===== src/rtl/reset_request_generator.sv =====
// reset_request_generator
//   Produces one clean, fixed-width, active-high reset request pulse for the
//   reset synchronizer. The request comes from either the bouncy board button
//   or a one-cycle soft request from game logic. Debounce, pulse width,
//   holdoff and a wait for button release together give exactly one request
//   per press.
//
// Ports
//   clk        system clock (only clock)
//   reset      synchronous, active-high reset
//   btn_raw    raw reset button, asynchronous and bouncy, active-high
//   soft_req   one-cycle synchronous request from game logic
//   rst_req    registered reset request pulse, active-high
//   busy       registered, high whenever the FSM is not in IDLE
//   req_count  number of pulses issued, saturating at 255
//
// state    | meaning
// ---------+-------------------------------------------------------------
// IDLE     | waiting for soft_req or a high synchronized button sample
// DEBOUNCE | counting consecutive high button samples
// ASSERT   | driving rst_req high for PULSE_CYCLES cycles
// HOLDOFF  | rst_req low, all requests ignored for HOLDOFF_CYCLES cycles
// RELEASE  | waiting for the button to be released before re-arming

module reset_request_generator #(
  parameter int DEBOUNCE_CYCLES = 16,
  parameter int PULSE_CYCLES    = 8,
  parameter int HOLDOFF_CYCLES  = 32,
  parameter int CNT_W           = 8
) (
  input  logic       clk,
  input  logic       reset,
  input  logic       btn_raw,
  input  logic       soft_req,
  output logic       rst_req,
  output logic       busy,
  output logic [7:0] req_count
);

  typedef enum logic [2:0] {
    ST_IDLE     = 3'd0,
    ST_DEBOUNCE = 3'd1,
    ST_ASSERT   = 3'd2,
    ST_HOLDOFF  = 3'd3,
    ST_RELEASE  = 3'd4
  } state_t;

  // Terminal counts: the counter starts at 0 (or 1 in DEBOUNCE, where the
  // first high sample was already seen in IDLE) and the state is left when
  // the counter equals the last index.
  localparam logic [CNT_W-1:0] DEB_LAST  = CNT_W'(DEBOUNCE_CYCLES - 1);
  localparam logic [CNT_W-1:0] PUL_LAST  = CNT_W'(PULSE_CYCLES - 1);
  localparam logic [CNT_W-1:0] HOLD_LAST = CNT_W'(HOLDOFF_CYCLES - 1);

  state_t           state;
  state_t           state_next;
  logic [CNT_W-1:0] cnt;
  logic [CNT_W-1:0] cnt_next;
  logic             ff1;
  logic             btn_s;

  always_comb begin
    state_next = state;
    cnt_next   = cnt;
    case (state)
      ST_IDLE: begin
        if (soft_req) begin
          state_next = ST_ASSERT;
          cnt_next   = '0;
        end else if (btn_s) begin
          // This sample is already high sample number one.
          if (DEBOUNCE_CYCLES == 1) begin
            state_next = ST_ASSERT;
            cnt_next   = '0;
          end else begin
            state_next = ST_DEBOUNCE;
            cnt_next   = CNT_W'(1);
          end
        end
      end
      ST_DEBOUNCE: begin
        if (soft_req) begin
          state_next = ST_ASSERT;
          cnt_next   = '0;
        end else if (!btn_s) begin
          state_next = ST_IDLE;
          cnt_next   = '0;
        end else if (cnt == DEB_LAST) begin
          state_next = ST_ASSERT;
          cnt_next   = '0;
        end else begin
          cnt_next = cnt + CNT_W'(1);
        end
      end
      ST_ASSERT: begin
        if (cnt == PUL_LAST) begin
          state_next = ST_HOLDOFF;
          cnt_next   = '0;
        end else begin
          cnt_next = cnt + CNT_W'(1);
        end
      end
      ST_HOLDOFF: begin
        if (cnt == HOLD_LAST) begin
          state_next = ST_RELEASE;
          cnt_next   = '0;
        end else begin
          cnt_next = cnt + CNT_W'(1);
        end
      end
      ST_RELEASE: begin
        if (!btn_s) begin
          state_next = ST_IDLE;
          cnt_next   = '0;
        end
      end
      default: begin
        state_next = ST_IDLE;
        cnt_next   = '0;
      end
    endcase
  end

  always_ff @(posedge clk) begin
    if (reset) begin
      state     <= ST_IDLE;
      cnt       <= '0;
      ff1       <= 1'b0;
      btn_s     <= 1'b0;
      rst_req   <= 1'b0;
      busy      <= 1'b0;
      req_count <= 8'd0;
    end else begin
      ff1     <= btn_raw;
      btn_s   <= ff1;
      state   <= state_next;
      cnt     <= cnt_next;
      // Outputs are decoded from the next state so they change on the same
      // edge as the state register.
      rst_req <= (state_next == ST_ASSERT);
      busy    <= (state_next != ST_IDLE);
      if ((state_next == ST_ASSERT) && (state != ST_ASSERT) && (req_count != 8'hFF)) begin
        req_count <= req_count + 8'd1;
      end
    end
  end

endmodule


===== config.mk =====
export PLATFORM = sky130hd
export DESIGN_NAME = reset_request_generator
export DESIGN_NICKNAME = d
export VERILOG_FILES = /design/src/rtl/reset_request_generator.sv
export SDC_FILE = /design/constraint.sdc
export NUM_CORES = 1
export LEC_CHECK = 0
export BUFFER_PORTS_ARGS = -buffer_cell sky130_fd_sc_hd__buf_2
export CAP_MARGIN = 30
export CORE_MARGIN = 2
export CORE_UTILIZATION = 45
export DETAILED_ROUTE_END_ITERATION = 6
export HOLD_SLACK_MARGIN = 0.15
export PLACE_DENSITY = 0.66
export SLEW_MARGIN = 15
export SYNTH_ARGS = -nofsm -noshare
export SYNTH_HDL_FRONTEND = slang
export SYNTH_SLANG_ARGS = --single-unit

===== constraint.sdc =====
create_clock -name clk -period 2.9 [get_ports clk]
set_clock_uncertainty 0.2 [all_clocks]
set_input_delay 0.145 -clock clk [delete_from_list [all_inputs] [get_ports clk]]
set_output_delay 0.145 -clock clk [all_outputs]
set_load 0.02 [all_outputs]

Word level (Yosys, flattened, before mapping)
Index checks and enable logic that the tools add are counted.
{"block": "totals", "mem_count": 0, "latch_bits": 0, "elab_cells": 44, "regBits": 23, "out_inout_bits": 10, "rom_bits": 0, "ram_bits": 0, "inputBits": 4}
{"block": "classes", "div": 0, "order_cmp": 0, "n_reduce_logical": 5, "bitwise": 0, "n_addsub": 2, "shifts": 0, "mul": 0, "eq_ne": 12, "mux": 18}
{"operator": "$mux 8", "count": 8}
{"operator": "$pmux 8 s5", "count": 1}
{"operator": "$mux 3", "count": 8}
{"operator": "$add 8x1->8 const B", "count": 2}
{"operator": "$pmux 3 s5", "count": 1}
{"operator": "$eq 3x2->1 const B", "count": 3}
{"operator": "$eq 8x3->1 const B", "count": 1}
{"operator": "$eq 8x4->1 const B", "count": 1}
{"operator": "$eq 8x5->1 const B", "count": 1}
{"operator": "$ne 8x8->1 const B", "count": 1}
{"operator": "$eq 3x1->1 const B", "count": 1}
{"operator": "$eq 3x3->1 const B", "count": 1}
{"operator": "$logic_not 3->1", "count": 1}
{"operator": "$ne 3x2->1 const B", "count": 1}
{"operator": "$ne 3x3->1 const B", "count": 1}
{"operator": "$reduce_bool 3->1", "count": 1}
{"operator": "$logic_and 1x1->1", "count": 2}
{"operator": "$ne 2x2->1 const B", "count": 1}
{"operator": "$reduce_and 2->1", "count": 1}

Depth between registers and ports, before layout
{"block": "depth", "depth_word": 8, "mapped_depth": 7, "mapped_depth_nobuf": 6}

Worst setup path after synthesis
Ideal clock, no wire load.
{"block": "synth_timing", "path_kind": "register to register", "startpoint": "register cnt[0]", "endpoint": "register req_count[3]", "required_time_ns": 2.579, "setup_ns": 0.121, "path_slack_ns": 0.709, "synth_period_minus_slack_ns": 2.191, "arrival_ns": 1.871, "path_buffers": 1, "stages_incl_launch_ff": 8, "cell_sequence": "dfxtp_1 > ha_1 > and4b_4 > a41o_1 > and3_1 > buf_2 > and4_1 > mux2_2"}
{"block": "synth_via", "elab_chain_len": 8, "word_cells_on_any_way": 12, "cone_classes": "eq/ne: 4; mux: 6; reduce/logical: 2"}
{"item": "start, declared", "line": "57", "source": "logic [CNT_W-1:0] cnt;"}
{"item": "start signal, assigned", "line": "137", "source": "cnt <= cnt_next;"}
{"item": "$eq 8x4->1", "line": "88", "source": "end else if (cnt == DEB_LAST) begin"}
{"item": "$mux 3", "line": "88"}
{"item": "$mux 3", "line": "85", "source": "end else if (!btn_s) begin"}
{"item": "$mux 3", "line": "82", "source": "if (soft_req) begin"}
{"item": "$pmux 3 s5 (*)", "line": "65", "source": "case (state)"}
{"item": "$eq 3x2->1 (*)", "line": "142", "source": "if ((state_next == ST_ASSERT) && (state != ST_ASSERT) && (req_count != 8'hFF)) begin"}
{"item": "$logic_and 1x1->1 (*) (2 in a row)", "line": "142"}
{"item": "end signal, assigned", "line": "143", "source": "req_count <= req_count + 8'd1;"}
{"item": "end, declared", "line": "37", "source": "output logic [7:0] req_count"}
Mark *: on every way between the ends. The rest lies on a longest branch, timed or not.
A chain may end at the register's enable or synchronous reset.

Final worst setup path
Same ends and word-level chain as after synthesis.

==> summary.txt <==
Status
  • Status: finished clean

Hold path
  • Hold-critical path depth: 5
  • HP Start: soft_req
  • Hold Crit Class: in2reg
  • Hold Path Sink: cnt[3]

Timing
  • Worst slew pin tran: 0.5465 ns
  • Part of the cycle the worst path needs: 0.8115
  • Hold slack: roughly 0.24 ns
  • Post-route setup slack: 0.5467 ns
  • Unrepaired setup endpoints after global routing: false
  • Max_slew headroom: 0.6352
  • Fin. max-slew vios: 0
  • Final Hold Fails: 0
  • Period minus WS final: about 2.4 ns
  • Post-route setup TNS: 0 ns
  • Fmax achieved: roughly 420 MHz
  • Setup violators final: 0

Clocking
  • Htree depth: 1
  • Clock Sink Count: 23
  • Post-CTS sizing: 0
  • CTS max path bufs: 2
  • Worst-path clk slew: 0.12 ns
  • Hold Buf Count CTS: 3
  • Worst-Skew Late Latency: 0.30 ns
  • Clk root buf: clkbuf_4
  • Setup Fix Bufs, Post-CTS: 0
  • CTS tree: yes
  • TritonCTS buffer count: 3

GRT
  • GRT overflow: 0
  • Largest net degree at the start of global routing: 26
  • First-pass GRT wire length: approximately 4.6 mm
  • Overall routing resource usage: 0.1758
  • Number of global-route vias before repair: 1063
  • Antenna violations before repair: 0

Cells and area
  • Cell area after layout: roughly 1400 sq um
  • Antenna cells: 0
  • Area Overhead vs Synth: 10.31%
  • Fin nets: 170
  • Core Util, Final: 0.5139
  • Layout cells sized above 1: 0.1656

Synthesis
  • Yosys top cell by area: dfxtp_1
  • Area contributors post-synth: dfxtp_1 36%, nor2_1 5.1%, nand3_1 3.6%
  • Asr flop ratio synth: 0
  • Synth top area share: 0.3647
  • Main flop type after synthesis: dfxtp_1
  • Cell area after synthesis: approximately 1300 sq um
  • Post-synthesis sequential area ratio: 0.3647
  • Ys Warns: 0
  • Synth cell types: 44
  • Synth Instances: 150
  • Yosys reg bits: 23
  • Post-synth EDFFs: 0
  • Syn Nets: between 150 and 200
  • Mean Syn Cell Area: 8.416 sq um

Detailed routing
  • DR iter-0 viols: 36
  • Drt via density: between 5 and 6
  • Initial DRT Pass Iterations: 4
  • DR vias: approximately 1100
  • Detail Route Antenna Nets: 0
  • Wire length per cell: approximately 14 um
  • Routed WL: approximately 2.6 mm
  • DR DRC count: 0

Die
  • Site Rows: 19
  • Full die area: 3245 sq um
  • Die extent in x: 56.97 um
  • DIE HEIGHT: between 50 and 60 um
  • IO Count: 14
  • Core ar.: between 2000 and 3000 sq um
  • Initial Util: 0.4658

Place
  • # port buffers: 13
  • GP Congestion: approximately 0.9
  • Post-placement setup slack: approximately 0.54 ns
  • Hpwl dp: 1.889 mm
  • Dpl cell area: 1336 sq um

Setup path
  • Arr. time, crit path: 2.36 ns
  • Worst reg2reg setup slack: about 0.55 ns
  • R2R cell count: 6
  • Critical path launch point type: flip-flop
  • Worst reg2reg path endpoint: req_count[3]
  • Crit Path Class: reg2reg
  • Worst setup EP type: flip-flop
  • Crit path max fanout: 6
  • CP required: 2.90 ns
  • Reg2reg start: cnt[0]

Power
  • Peak supply drop: 0.2744 mV
  • Cell Pwr Density: about 400 nW/um^2
  • Leak pwr: 0.5243 nW

Run
  • Maxcap violations: 0
-- layer usage --
metal	vias up	routed length, um	GRT usage
li1	585	-	-
met1	536	1276	0.2293
met2	13	1260	0.2972
met3	4	64	0.02268
met4	0	27	0.06645
met5	-	0	0
-- placed cells by master, fill, tap and decap left out, types with 3 or more instances in the layout --
cell	instances
a31oi_1	4
nand4_1	5
and3_1	4
dlygate4sd3_1	3
nand3_1	9
nor2b_1	3
buf_2	13
nor2_1	17
nand2_1	12
dfxtp_1	23
clkbuf_4	3
inv_1	6
and4_1	3
nor3_1	5
xnor2_1	3
nor4_1	3
nand2b_1	4
a21oi_1	8
-- cells in the mapped netlist, types with 2 or more instances --
cell type	count
nand2b_1	4
a311oi_1	2
dfxtp_1	23
nand3_1	9
inv_1	6
nand2_1	12
nor4_1	3
xnor2_1	3
nand4_1	5
ha_1	2
and4_1	3
nor2b_1	3
nor3_1	5
a31oi_1	4
or3_1	2
o21ai_0	2
a22oi_1	2
and3_1	4
nor2_1	17
clkbuf_1	4
buf_2	3
a211oi_1	2
mux2i_1	2
a21oi_1	8
-- worst max-delay path by stage --
stage / endpoint / slack, ns / cells after the start / from
2_1_floorplan: req_count[3] / 0.71 / 7 / cnt[0]
3_3_place_gp: req_count[3] / 0.63 / 6 / cnt[0]
3_5_place_dp: req_count[3] / 0.54 / 6 / cnt[0]
4_1_cts: req_count[3] / 0.53 / 6 / cnt[0]
5_1_grt: req_count[3] / 0.40 / 6 / cnt[0]
6_report: req_count[3] / 0.55 / 6 / cnt[0]
-- cell families after synthesis --
kind of cell / after synthesis / share of synthesized area
AO/OA/AOI/OAI: 31 / 0.2032
XOR/XNOR: 4 / 0.02776
adder cells (fa/ha/maj): 2 / 0.01982
buffers and inverters: 13 / 0.04162
flip-flops: 23 / 0.3647
multiplexers: 3 / 0.02478
AND/OR/NAND/NOR: 74 / 0.3181
-- power breakdown --
group / internal, mW / total, mW / switching [mW]
sequential: 0.326 / 0.340 / 0.0145
combinational: 0.0300 / 0.0707 / 0.0407
clock: 0.0536 / 0.144 / 0.0904
total: 0.409 / 0.555 / 0.146
-- critical path, stage by stage, from the launching register on --
cell     delay (ns)
dfxtp_1        0.43
ha_1           0.27
and4b_4        0.29
a41o_1         0.24
and3_1         0.28
and4_1         0.23
mux2_2         0.33
-- per-stage QoR --
stage          total power, mW  std cells
6_report                0.5549        194
5_1_grt                 0.5846        194
4_1_cts                 0.5614        194
3_5_place_dp            0.4153        187
3_3_place_gp            0.4133        187
2_1_floorplan           0.3969        150
-- flip-flops by register name, indices dropped and copies added, names as in the netlist --
| name | cells |
|---|---|
| btn_s | 1 |
| req_count | 8 |
| cnt | 8 |
| busy | 1 |
| rst_req | 1 |
| ff1 | 1 |
| state | 3 |
-- cell type report --
class	count	area [sq um]
Clock buffer	4	26.28
Fill cell	280	1318
Inverter	6	22.52
Multi-Input combinational cell	114	749.5
Sequential cell	23	460.4
Tap cell	31	38.79
Timing Repair Buffer	16	95.09
No activity file was read; power rests on OpenSTA's default activity.
